===== src/rtl/ct_rd_arbiter.sv =====
// ct_rd_arbiter
//   Shares the single read port of the ciphertext memory between NREQ crack
//   cores. Grants one requester per cycle in round-robin order; a core that
//   raises lock when it wins keeps the port (burst ownership) so it can read
//   its length and message bytes back-to-back. Read data is returned one cycle
//   after the grant, tagged by a one-hot rvalid.
//
// Ports
//   clk           clock, all logic on the rising edge
//   rst           synchronous active-high reset
//   req_i         per-core read request, held with its address until granted
//   lock_i        per-core burst-ownership request, honoured when that core wins
//   addr_i        packed addresses, core i at [i*AW +: AW]
//   gnt_o         combinational one-hot (or zero) grant; read issued this cycle
//   rvalid_o      registered one-hot tag: rdata_o belongs to core i this cycle
//   rdata_o       memory read data passthrough
//   busy_o        high while a core owns the port
//   mem_addr_o    memory address, zero when nothing is granted
//   mem_rddata_i  memory read data, valid one cycle after mem_addr_o

module ct_rd_arbiter #(
    parameter int NREQ     = 4,
    parameter int AW       = 8,
    parameter int DW       = 8,
    parameter int MAXBURST = 0
) (
    input  logic                 clk,
    input  logic                 rst,
    input  logic [NREQ-1:0]      req_i,
    input  logic [NREQ-1:0]      lock_i,
    input  logic [NREQ*AW-1:0]   addr_i,
    output logic [NREQ-1:0]      gnt_o,
    output logic [NREQ-1:0]      rvalid_o,
    output logic [DW-1:0]        rdata_o,
    output logic                 busy_o,
    output logic [AW-1:0]        mem_addr_o,
    input  logic [DW-1:0]        mem_rddata_i
);

    localparam int         PW       = (NREQ > 1) ? $clog2(NREQ) : 1;
    localparam logic [8:0] BCNT_MAX = 9'd511;

    typedef enum logic {
        ARB = 1'b0,
        OWN = 1'b1
    } state_t;

    state_t          state_q, state_d;
    logic [PW-1:0]   ptr_q, ptr_d;
    logic [PW-1:0]   owner_q, owner_d;
    logic [8:0]      bcnt_q, bcnt_d;
    logic [8:0]      bcnt_inc;
    logic [NREQ-1:0] rvalid_q;

    logic            hit;
    logic [PW-1:0]   win;
    logic [PW-1:0]   scan_idx;
    logic [NREQ-1:0] gnt_c;

    // Modulo-NREQ increment; NREQ need not be a power of two.
    function automatic logic [PW-1:0] wrap_inc(input logic [PW-1:0] i);
        if (int'(i) == NREQ - 1) begin
            return '0;
        end
        return i + PW'(1);
    endfunction

    // Winner selection. In ARB the scan runs from the highest offset down so
    // the last hit written is the first requester at or after ptr.
    always_comb begin
        hit      = 1'b0;
        win      = '0;
        scan_idx = '0;
        if (state_q == OWN) begin
            hit = req_i[owner_q];
            win = owner_q;
        end else begin
            for (int k = NREQ - 1; k >= 0; k--) begin
                scan_idx = PW'((int'(ptr_q) + k) % NREQ);
                if (req_i[scan_idx]) begin
                    hit = 1'b1;
                    win = scan_idx;
                end
            end
        end
    end

    always_comb begin
        gnt_c      = '0;
        mem_addr_o = '0;
        if (hit) begin
            gnt_c[win] = 1'b1;
            mem_addr_o = addr_i[int'(win)*AW +: AW];
        end
    end

    always_comb begin
        state_d  = state_q;
        ptr_d    = ptr_q;
        owner_d  = owner_q;
        bcnt_d   = bcnt_q;
        // Saturates so an unlimited burst never wraps back to a small count.
        bcnt_inc = (bcnt_q == BCNT_MAX) ? bcnt_q : bcnt_q + 9'd1;
        case (state_q)
            ARB: begin
                if (hit) begin
                    ptr_d = wrap_inc(win);
                    if (lock_i[win] && (MAXBURST != 1)) begin
                        state_d = OWN;
                        owner_d = win;
                        bcnt_d  = 9'd1;
                    end
                end
            end
            OWN: begin
                if (hit) begin
                    bcnt_d = bcnt_inc;
                end
                // A grant issued in the exit cycle still completes; the
                // pointer skips past the owner so it waits its turn.
                if (!lock_i[owner_q] ||
                    (hit && (MAXBURST != 0) && (bcnt_inc == 9'(MAXBURST)))) begin
                    state_d = ARB;
                    ptr_d   = wrap_inc(owner_q);
                    bcnt_d  = '0;
                end
            end
            default: begin
                state_d = ARB;
            end
        endcase
    end

    always_ff @(posedge clk) begin
        if (rst) begin
            state_q  <= ARB;
            ptr_q    <= '0;
            owner_q  <= '0;
            bcnt_q   <= '0;
            rvalid_q <= '0;
        end else begin
            state_q  <= state_d;
            ptr_q    <= ptr_d;
            owner_q  <= owner_d;
            bcnt_q   <= bcnt_d;
            rvalid_q <= gnt_c;
        end
    end

    assign gnt_o    = gnt_c;
    assign rvalid_o = rvalid_q;
    assign rdata_o  = mem_rddata_i;
    assign busy_o   = (state_q == OWN);

endmodule

===== config.mk =====
export PLATFORM = sky130hd
export DESIGN_NAME = ct_rd_arbiter
export DESIGN_NICKNAME = d
export VERILOG_FILES = /design/src/rtl/ct_rd_arbiter.sv
export SDC_FILE = /design/constraint.sdc
export NUM_CORES = 1
export LEC_CHECK = 0
export BUFFER_PORTS_ARGS = -buffer_cell sky130_fd_sc_hd__buf_4
export CAP_MARGIN = 20
export CORE_ASPECT_RATIO = 0.8
export CORE_MARGIN = 2
export CORE_UTILIZATION = 30
export CTS_BUF_LIST = sky130_fd_sc_hd__clkbuf_4 sky130_fd_sc_hd__clkbuf_8
export DETAILED_ROUTE_END_ITERATION = 7
export GPL_ROUTABILITY_DRIVEN = 0
export PLACE_DENSITY = 0.7
export SKIP_CTS_REPAIR_TIMING = 1
export SYNTH_ARGS = -nofsm -noshare
export SYNTH_HDL_FRONTEND = slang
export SYNTH_SLANG_ARGS = --single-unit

===== constraint.sdc =====
create_clock -name clk -period 2.9 [get_ports clk]
set_clock_uncertainty 0.15 [all_clocks]
set_input_delay 0.725 -clock clk [delete_from_list [all_inputs] [get_ports clk]]
set_output_delay 0.725 -clock clk [all_outputs]
set_load 0.05 [all_outputs]

==> summary.md <==
| Metric | Value |
|---|---|
| Clk_lat worst skew | `0.23 ns` |
| # setup viols final | `12` |
| Async SR Flop Fraction | `0%` |
| CP Data Required Time | `2.03 ns` |
| DP HPWL | `2568 um` |
| Final instance area | `between 1500 and 2000 um2` |
| Min-delay worst type | `reg -> reg` |
| Initial antenna violation count | `0` |
| Power per cell area | `roughly 1500 nW/um2` |
| Hold EP | `ptr_q[0]` |
| Syn Inst Count | `121` |
| Final setup margin | `-0.3005 ns` |
| Synth warn | `0` |
| Chip height | `57.79 um` |
| Total iterations of the first detailed-routing run | `4` |
| Io pins | `75` |
| Crit Path Class | `in -> out` |
| Die area | `approximately 4100 um2` |
| Area delta synth->final | `81.55%` |
| CP Launch Type | `primary input` |
| Post-Syn Area | `1085 um2` |
| CTS clk-pin slew, worst paths | `roughly 0.050 ns` |
| HP Start | `ptr_q[0]` |
| Register area share after synthesis | `16.61%` |
| Placed cell areas | `1744 um2` |
| Antenna viol nets, final | `0` |
| Crit-path slowest cell | `or3b_1` |
| Mapped Avg Cell Area | `8.965 um2` |
| Placed cells | `225` |
| Total wire length | `3350 um` |
| Slew margin rel. | `74.98%` |
| Least-Margin Pin Slew | `0.3718 ns` |
| CP endpoint kind | `output port` |
| Finished Layout Cells | `230` |
| Run status | `complete, but fails checks` |
| EDFF count, synth | `0` |
| Grt total ovfl | `0` |
| Area contributors post-synth | `dfxtp_1 17%, mux2i_1 10%, a211oi_2 9.2%, and2_1 7.5%, a211oi_1 6.2%` |
| Cell taking the most area after synthesis | `dfxtp_1` |
| R2r worst-path depth | `8` |
| Yosys top cell area share | `16.61%` |
| Clk root buf | `clkbuf_8` |
| Cell Chain, Critical Path | `buf_8 -> or3b_1 -> o311a_1 -> o221ai_2 -> nand2_2 -> buf_12 -> buf_6 -> a211oi_4 -> buf_6` |
| Leak Pwr | `approximately 0.83 nW` |
| FF-to-FF Start | `ptr_q[1]` |
| GRT Util Overall | `15.91%` |
| Final setup TNS | `-3.315 ns` |
| CTS tree | `done` |
| Power Total | `2.891 mW` |
| Layout cells sized above 1 | `between 60 and 70%` |
| Diode count | `0` |
| CP peak stage delay | `0.36 ns` |
| Final Critical Period | `about 3.2 ns` |
| Total number of vias | `1170` |
| WP buf/inv | `4` |
| VDD IR max | `0.001105 V` |
| Drc violations | `0` |
| Flop-to-flop setup slack | `0.73 ns` |
| Flops & latches, synth | `9` |
| Post-synth cell types | `40` |
| Peak Freq | `312.5 MHz` |
| Final hold vios | `0` |
| Slew Limit Fails | `0` |
| Most frequent CP cell | `buf_6` |
| R2r endpoint | `owner_q[0]` |
| First-pass GRT wire length | `approximately 5300 um` |
| CTS buffer count | `3` |
| Row count | `19` |
| Violated checks | `negative setup slack` |
| Number of vias per cell | `between 5 and 6` |
| Synth cell count leaders | `13 x and2_1, 11 x mux2i_1, 9 x a211oi_1, 9 x buf_4, 9 x dfxtp_1` |
| Largest delay share family, worst path | `buffers and inverters` |
| Core box area | `3447 um2` |
| Util after Layout | `57.13%` |
| DR iter-0 viols | `48` |
| Main synth FF type | `dfxtp_1` |
| Most frequent cell after synthesis | `and2_1` |
| Vias in the first global route | `1208` |
| Clock Sinks | `9` |
| Period utilization | `110.4%` |
| Synth Net Count | `roughly 180` |
| Initial Util | `a little under a third` |
| Pin count of the biggest net entering global routing | `19` |
| IO buf count | `58` |
| Min-Delay Path Depth | `2` |
| Max clock buf depth | `2` |
| Fin nets | `244` |
| Avg WL per Cell | `14.57 um` |
| Arrival time worst endpoint | `~2.3 ns` |
| Max-cap violations | `0` |
| Die width | `about 71 um` |
| CTS H-tree lvls | `1` |
| RSZ-0062 raised after global routing | `true` |
| CP Max Fanout | `13` |
## final cells by class
type	count	area, um2
tap	42	52.55
multi-input combinational	93	972.2
timing repair buffer	77	686.9
clock buffer	4	48.80
inverter	5	28.78
fill	273	1478
sequential	9	180.2
## report_power, final
group          total (mW)  switching, mW  internal (mW)
combinational        2.52           1.43           1.09
sequential          0.216         0.0442          0.171
clock               0.158         0.0528          0.105
total                2.89           1.53           1.36
## worst max path at each step
stage / start / end / depth (start not counted)
detailed placement: req_i[0] / mem_addr_o[6] / 9
floorplan: req_i[0] / mem_addr_o[0] / 7
global placement: req_i[1] / mem_addr_o[1] / 8
CTS: req_i[1] / mem_addr_o[6] / 8
finish: req_i[0] / mem_addr_o[4] / 9
global route: req_i[0] / mem_addr_o[1] / 9
## worst register-to-register path: cells and delay by family, from the launching register on
kind | cells | cell delay [ns]
multiplexers | 1 | 0.33
AO/OA/AOI/OAI | 3 | 0.61
buffers and inverters | 2 | 0.27
flip-flops | 1 | 0.43
AND/OR/NAND/NOR | 2 | 0.34
## metrics by stage
stage | setup WS [ns] | hold slack (ns)
after floorplan | -0.3122 | 0.3633
after global placement | -0.3946 | 0.3973
after detailed placement | -0.4674 | 0.4145
after CTS | -0.4831 | 0.4210
after global routing | -0.3600 | 0.4533
final | -0.3005 | 0.4185
## registers in the layout, indices dropped and copies added, names as in the netlist
name      flops
rvalid_o      4
owner_q       2
ptr_q         2
busy_o        1
## cell families (layout without fill, tap and decap cells)
kind of cell | count (synthesis) | in the layout | synth area share [%]
AO/OA/AOI/OAI | 34 | 34 | 28.83
multiplexers | 15 | 15 | 16.72
flip-flops | 9 | 9 | 16.61
buffers and inverters | 19 | 86 | 11.42
adder cells (fa/ha/maj) | 5 | 5 | 5.767
AND/OR/NAND/NOR | 39 | 39 | 20.65
## per-layer routing
layer  share of wire [%]  wire length, um  track usage, %  vias up
met5                   0                0               0        -
met4                0.84               28           4.313        0
met3                 6.3              211           5.043        6
met2                  53             1760           28.84       44
met1                  40             1349           18.12      555
li1                    -                -               -      565
## placed cells by master (no fill, tap or decap), types with 2 or more instances in the layout
master,Yosys,routed
ha_2,0,2
ha_1,5,2
a21oi_1,3,2
a211oi_2,8,4
nand2_1,3,3
buf_12,0,3
inv_1,3,3
nand2b_1,3,3
buf_6,2,17
buf_4,9,56
dfxtp_1,9,9
or2_1,2,2
mux4_2,2,2
nor2_1,6,6
nor2b_4,0,4
a211oi_4,0,12
and2_1,13,12
clkbuf_8,0,3
mux2i_1,11,11
a31oi_1,2,2
Power figures use the tool's default switching activity.
